**src/rtl/pc_sequencer.sv**
```systemverilog
// Program-counter sequencer and instruction-fetch handshake for the single-cycle MIPS core.
module pc_sequencer #(
    parameter logic [31:0] RESET_VECTOR = 32'h0000_0000
) (
    input  logic        clk,
    input  logic        rst_n,
    output logic        imem_req,
    output logic [31:0] imem_addr,
    input  logic        imem_ack,
    input  logic [31:0] imem_rdata,
    output logic        instr_valid,
    output logic [31:0] instr,
    output logic [31:0] instr_pc,
    input  logic        stall,
    input  logic        branch_taken,
    input  logic [31:0] branch_target,
    input  logic        jump,
    input  logic [31:0] jump_target,
    output logic [31:0] pc,
    output logic        align_err,
    output logic [31:0] retire_cnt
);

    localparam int unsigned XLEN = 32;

    typedef enum logic [1:0] {
        IDLE  = 2'd0,
        FETCH = 2'd1,
        HOLD  = 2'd2
    } state_e;

    state_e            state_q;
    logic [XLEN-1:0]   pc_q;
    logic              imem_req_q;
    logic              instr_valid_q;
    logic [XLEN-1:0]   instr_q;
    logic [XLEN-1:0]   instr_pc_q;
    logic              align_err_q;
    logic [XLEN-1:0]   retire_cnt_q;

    logic              redirect_c;
    logic [XLEN-1:0]   redirect_tgt_c;
    logic [XLEN-1:0]   pc_d;
    logic              misaligned_c;
    logic              consume_c;

    // Next-PC select: jump beats branch, otherwise sequential with natural 32-bit wrap.
    always_comb begin
        redirect_c     = 1'b0;
        redirect_tgt_c = '0;
        if (jump) begin
            redirect_c     = 1'b1;
            redirect_tgt_c = jump_target;
        end else if (branch_taken) begin
            redirect_c     = 1'b1;
            redirect_tgt_c = branch_target;
        end
        misaligned_c = redirect_c && (redirect_tgt_c[1:0] != 2'b00);
        pc_d         = redirect_c ? {redirect_tgt_c[XLEN-1:2], 2'b00}
                                  : pc_q + XLEN'(4);
    end

    assign consume_c = (state_q == HOLD) && !stall;

    // Fetch FSM with registered handshake, instruction latch, PC and retire counter.
    always_ff @(posedge clk or negedge rst_n) begin
        if (!rst_n) begin
            state_q       <= IDLE;
            pc_q          <= RESET_VECTOR;
            imem_req_q    <= 1'b0;
            instr_valid_q <= 1'b0;
            instr_q       <= '0;
            instr_pc_q    <= '0;
            align_err_q   <= 1'b0;
            retire_cnt_q  <= '0;
        end else begin
            case (state_q)
                IDLE: begin
                    state_q    <= FETCH;
                    imem_req_q <= 1'b1;
                end
                FETCH: begin
                    if (imem_ack) begin
                        state_q       <= HOLD;
                        imem_req_q    <= 1'b0;
                        instr_valid_q <= 1'b1;
                        instr_q       <= imem_rdata;
                        instr_pc_q    <= pc_q;
                    end
                end
                HOLD: begin
                    if (consume_c) begin
                        state_q       <= FETCH;
                        imem_req_q    <= 1'b1;
                        instr_valid_q <= 1'b0;
                        pc_q          <= pc_d;
                        retire_cnt_q  <= retire_cnt_q + XLEN'(1);
                        if (misaligned_c) begin
                            align_err_q <= 1'b1;
                        end
                    end
                end
                default: begin
                    state_q    <= IDLE;
                    imem_req_q <= 1'b0;
                end
            endcase
        end
    end

    assign imem_req    = imem_req_q;
    assign imem_addr   = pc_q;
    assign instr_valid = instr_valid_q;
    assign instr       = instr_q;
    assign instr_pc    = instr_pc_q;
    assign pc          = pc_q;
    assign align_err   = align_err_q;
    assign retire_cnt  = retire_cnt_q;

endmodule
```
**config.mk**
```make
export PLATFORM = sky130hd
export DESIGN_NAME = pc_sequencer
export DESIGN_NICKNAME = d
export VERILOG_FILES = /design/src/rtl/pc_sequencer.sv
export SDC_FILE = /design/constraint.sdc
export NUM_CORES = 1
export LEC_CHECK = 0
export ABC_AREA = 1
export ABC_CLOCK_PERIOD_IN_PS = 1850
export CORE_ASPECT_RATIO = 0.75
export CORE_MARGIN = 3
export CORE_UTILIZATION = 45
export CTS_CLUSTER_DIAMETER = 150
export DETAILED_ROUTE_END_ITERATION = 8
export PLACE_DENSITY = 0.82
export SLEW_MARGIN = 20
export SYNTH_ARGS = -nofsm -noshare
export SYNTH_HDL_FRONTEND = slang
export SYNTH_SLANG_ARGS = --single-unit
```
**constraint.sdc**
```tcl
create_clock -name clk -period 1.85 [get_ports clk]
set_input_delay 0.185 -clock clk [delete_from_list [all_inputs] [get_ports clk]]
set_output_delay 0.185 -clock clk [all_outputs]
set_load 0.02 [all_outputs]
```
**Yosys cells after proc, flatten, opt, wreduce, memory -nomap -nowiden**

Index checks and enable logic that the tools add are counted.

- Flip-flop bits (word level): 133
- Latch bits: 0
- Memory bits (writable): 0
- Bits in read-only memories: 0
- Input port bits: 102
- Logic and storage cells: 39
- Memories: 0

- Add/subtract/negate cells: 2
- Multiply operators: 0
- Divide/modulo/power cells: 0
- Order comparisons: 0
- Eq/ne operators: 4
- Shift operators: 0
- Multiplexer cells: 14
- Bitwise gates (word level): 0
- Reductions and logical operators: 11

Operators by type and width:

| operator | count |
|---|---|
| $mux W32 | 3 |
| $add A32 B1 Y32 const B | 1 |
| $add A32 B3 Y32 const B | 1 |
| $mux W1 | 6 |
| $pmux W2 S3 | 1 |
| $reduce_and A2 Y1 | 3 |
| $reduce_and A3 Y1 | 2 |
| $mux W2 | 2 |
| $ne A2 B2 Y1 const B | 2 |
| $reduce_bool A2 Y1 | 2 |
| $pmux W1 S3 | 1 |
| $eq A2 B1 Y1 const B | 1 |
| $eq A2 B2 Y1 const B | 1 |
| $logic_and A1 B1 Y1 | 2 |
| $logic_not A2 Y1 | 1 |
| $pmux W1 S2 | 1 |
| $logic_not A1 Y1 | 1 |

**Depth between registers and ports, before layout**

- Depth in word-level cells: 5
- Mapped depth: 10

**Least setup slack after synthesis**

No wires, ideal clock.

- Path kind: flip-flop to flip-flop
- Start: reg pc_q[3], in the netlist imem_addr[3]
- End: reg pc_q[30], in the netlist imem_addr[30]
- Arrival time: 1.527 ns
- Setup slack: 0.206 ns
- Stages on the path, launching flop included: 11
- Path buffers: 0
- Period minus slack after synthesis: 1.644 ns
- Cells stage by stage: dfrtp_1 ha_1 nand2_1 nor2_1 nand2_2 nor2_1 nand2_1 nand2_1 nand3_1 nand2_1 nand2_1

- Word-level cells in the longest chain between the ends: 2

Ends and longest elaborated chain:

| element | line | RTL |
|---|---|---|
| start, declared | 33 | `logic [XLEN-1:0] pc_q;` |
| start signal, assigned | 96 | `pc_q <= pc_d;` |
| $add A32 B3 Y32 | 60 | `: pc_q + XLEN'(4);` |
| $mux W32 | 59 | `pc_d = redirect_c ? {redirect_tgt_c[XLEN-1:2], 2'b00}` |

No other way between the ends.
A chain may end at the register's enable or synchronous reset.

**Final worst setup path**

- Start: reg pc_q[21], in the netlist imem_addr[21]
- End: out imem_addr[21]

RTL lines:

| element | line | RTL |
|---|---|---|
| end, declared | 8 | `output logic [31:0] imem_addr,` |

No word-level cell between the ends.

==> impl_metrics.json <==
{
  "root_buffer": "clkbuf_16",
  "synthToLayoutAreaGrowth_pct": 48.7,
  "skew_ns": 0.00906,
  "die-area_um2": 17000,
  "timing.hold.ws_ns": 0.256,
  "crit_family": "buffers and inverters",
  "synth_top_area_frac": 0.459,
  "endpoint_kind": "output port",
  "num_rows": 38,
  "fin_area_um2": 10400,
  "tightest_slew_ns": 0.653,
  "finalHoldViolCount": 0,
  "synth_edf_count": 0,
  "final-max-slew-violation-count": 0,
  "timing.rr.start": "state_q[0]",
  "path_cells": "clkdlybuf4s50_1",
  "synthCells": 861,
  "cts_buffers": 17,
  "path_buf_inv": 1,
  "via_per_inst": 5.14,
  "power_density_nw_per_um2": 1540,
  "final_cells": 1321,
  "status": "completed",
  "port_buffers": 258,
  "relSlewSlack": 0.563,
  "cts_setup_buffers": 0,
  "first_iter_violations": 583,
  "numPlacedInstances": 1288,
  "fmax_mhz": 553,
  "drc": 0,
  "wl_um": 22600,
  "initial_core_util": 0.470,
  "via_count": 6790,
  "die_w_um": 150,
  "ys_seq_area_frac": 0.459,
  "synth_seq_cells": 128,
  "max_stage_delay_ns": 0.69,
  "grt_pass1_vias": 6585,
  "worst_setup_path_startpoint": "imem_addr[21]",
  "drive_above_1_share": 0.115,
  "synth.distinct_cells": 42,
  "grt_overflow": 0,
  "die-height_um": 114,
  "hold_path_class": "in2async",
  "ys_warn_count": 0,
  "clk_pin_slew_ns": 0.06,
  "ir_drop_mv": 0.991,
  "period_minus_slack_ns": 1.81,
  "cap_violations": 0,
  "critical_path_class": "reg2out",
  "cts.sinks": 128,
  "critPathLaunchType": "flip-flop",
  "synth_area_um2": 6970,
  "gr-usage-all-layers": 0.267,
  "io_pins": 265,
  "coreArea_um2": 14800,
  "rsz0062_at_grt": "no",
  "clock_latency_ns": 0.41,
  "critPathSlowestCell": "clkdlybuf4s50_1",
  "cts_htree_levels": 4,
  "required_ns": 1.66,
  "worst-path-max-fanout": 8,
  "diodes": 0,
  "cp.arrival_ns": 1.62,
  "synth_flop_cell": "dfrtp_1",
  "cts_buffer_depth": 2,
  "synth_common_cells": "nand2_1 (267), dfrtp_1 (128), inv_1 (80)",
  "setup_viol": 0,
  "cts_tree": "built",
  "antenna_found_initial": 0,
  "p_leak_nw": 4.57,
  "synthTopCellsByArea": "dfrtp_1 (46%), nand2_1 (14%), mux2_2 (5.3%), inv_1 (4.3%), nor2_1 (4.0%)",
  "grt_max_degree": 46,
  "routedWlPerCell_um": 17.1,
  "drtAntennaViolNets": 0,
  "power_w": 0.0160,
  "grt_pass1_wl_um": 35500,
  "synth_area_leader_cell": "dfrtp_1",
  "ys_async_sr_fraction": 1.00,
  "gp_congestion": 0.947,
  "avgSynthCellArea_um2": 8.10,
  "synth_most_common_cell": "nand2_1",
  "placed_cell_area_um2": 9760,
  "dp_hpwl_um": 17300,
  "fin_tns_setup_ns": 0,
  "fin_crit_sh": 0.978,
  "first_pass_iters": 5,
  "nNetsFinal": 1212
}
## cell families after synthesis
family	count (synthesis)	share of synthesized area
AO/OA/AOI/OAI	106	0.0962
XOR/XNOR	23	0.0289
adder cells (fa/ha/maj)	2	0.00359
buffers and inverters	143	0.0987
flip-flops	128	0.459
multiplexers	33	0.0533
other	1	0.000538
AND/OR/NAND/NOR	425	0.260
## final cells by class
cell class,count,area [um2]
multi-input cells,595,3140
repair buffers,285,2890
well taps,200,250
clock buffers,20,447
clock inverters,12,135
flip-flops and latches,128,3200
inverters,81,304
fillers,1192,4460
## routing by layer
layer,track usage,wire [um],vias up
met5,0,0,-
met2,0.429,10500,350
met4,0.0664,219,0
met1,0.366,9710,3182
met3,0.0687,2190,20
li1,-,-,3238
## sequential cells by signal, indices dropped and copies added (netlist names)
signal,count
retire_cnt,32
imem_addr,30
instr_valid,1
instr,32
state_q,2
instr_pc,30
align_err,1
## stage by stage
| stage | util | setup WS, ns |
|---|---|---|
| CTS | 0.697 | 0.0168 |
| floorplan | - | 0.206 |
| finish | 0.699 | 0.0413 |
| global placement | 0.658 | 0.0958 |
| global route | 0.699 | 0.0169 |
| detailed placement | 0.658 | 0.0730 |
## placed cells by master, fill, tap and decap left out, types with 3 or more instances in the layout
cell	n
nand3_2	4
xor2_1	16
xnor2_1	7
clkbuf_16	17
clkdlybuf4s50_1	254
nand4_1	5
a221oi_1	3
a22oi_1	6
mux2_2	33
nor3_1	13
a21oi_1	5
a31oi_1	3
buf_4	18
nand3b_1	4
inv_1	80
nor2_2	5
nand3_1	35
nand2_2	4
o21ai_0	54
nor3_2	3
o22ai_1	10
buf_12	8
clkinvlp_4	4
nand2_1	267
dfrtp_1	128
nor2_1	71
nor2_4	7
o221a_2	11
o21ai_1	4
conb_1	6
## repair_timing
item,4_1_cts,5_1_grt
hold buffers,1,0
gates resized for setup,2,7
hold endpoints to repair,34,0
setup endpoints to repair,2,14
## worst reg2reg max path, cell delays in order, from the launching register on
cell	delay (ns)
dfrtp_1	0.43
inv_1	0.15
nand3_2	0.18
nor2_4	0.17
nand3b_1	0.15
nor2_2	0.26
xor2_1	0.18
inv_1	0.05
## worst paths after layout
kind / endpoint / slack, ns / depth (start not counted)
worst min-delay path: retire_cnt[16] / 0.26 / 2
max in group asynchronous: imem_addr[25] / 0.96 / 3
min in group clk: instr[2] / 0.38 / 2
worst max register to register: retire_cnt[18] / 0.17 / 7
worst max-delay path: imem_addr[21] / 0.04 / 1
worst min register to register: align_err / 0.46 / 1
## power breakdown
group,switching (W),total (W),internal [W]
Combinational,0.00417,0.00780,0.00363
Sequential,0.00103,0.00491,0.00387
Clock,0.00127,0.00330,0.00203
Total,0.00647,0.0160,0.00953
No activity file was read; power rests on OpenSTA's default activity.
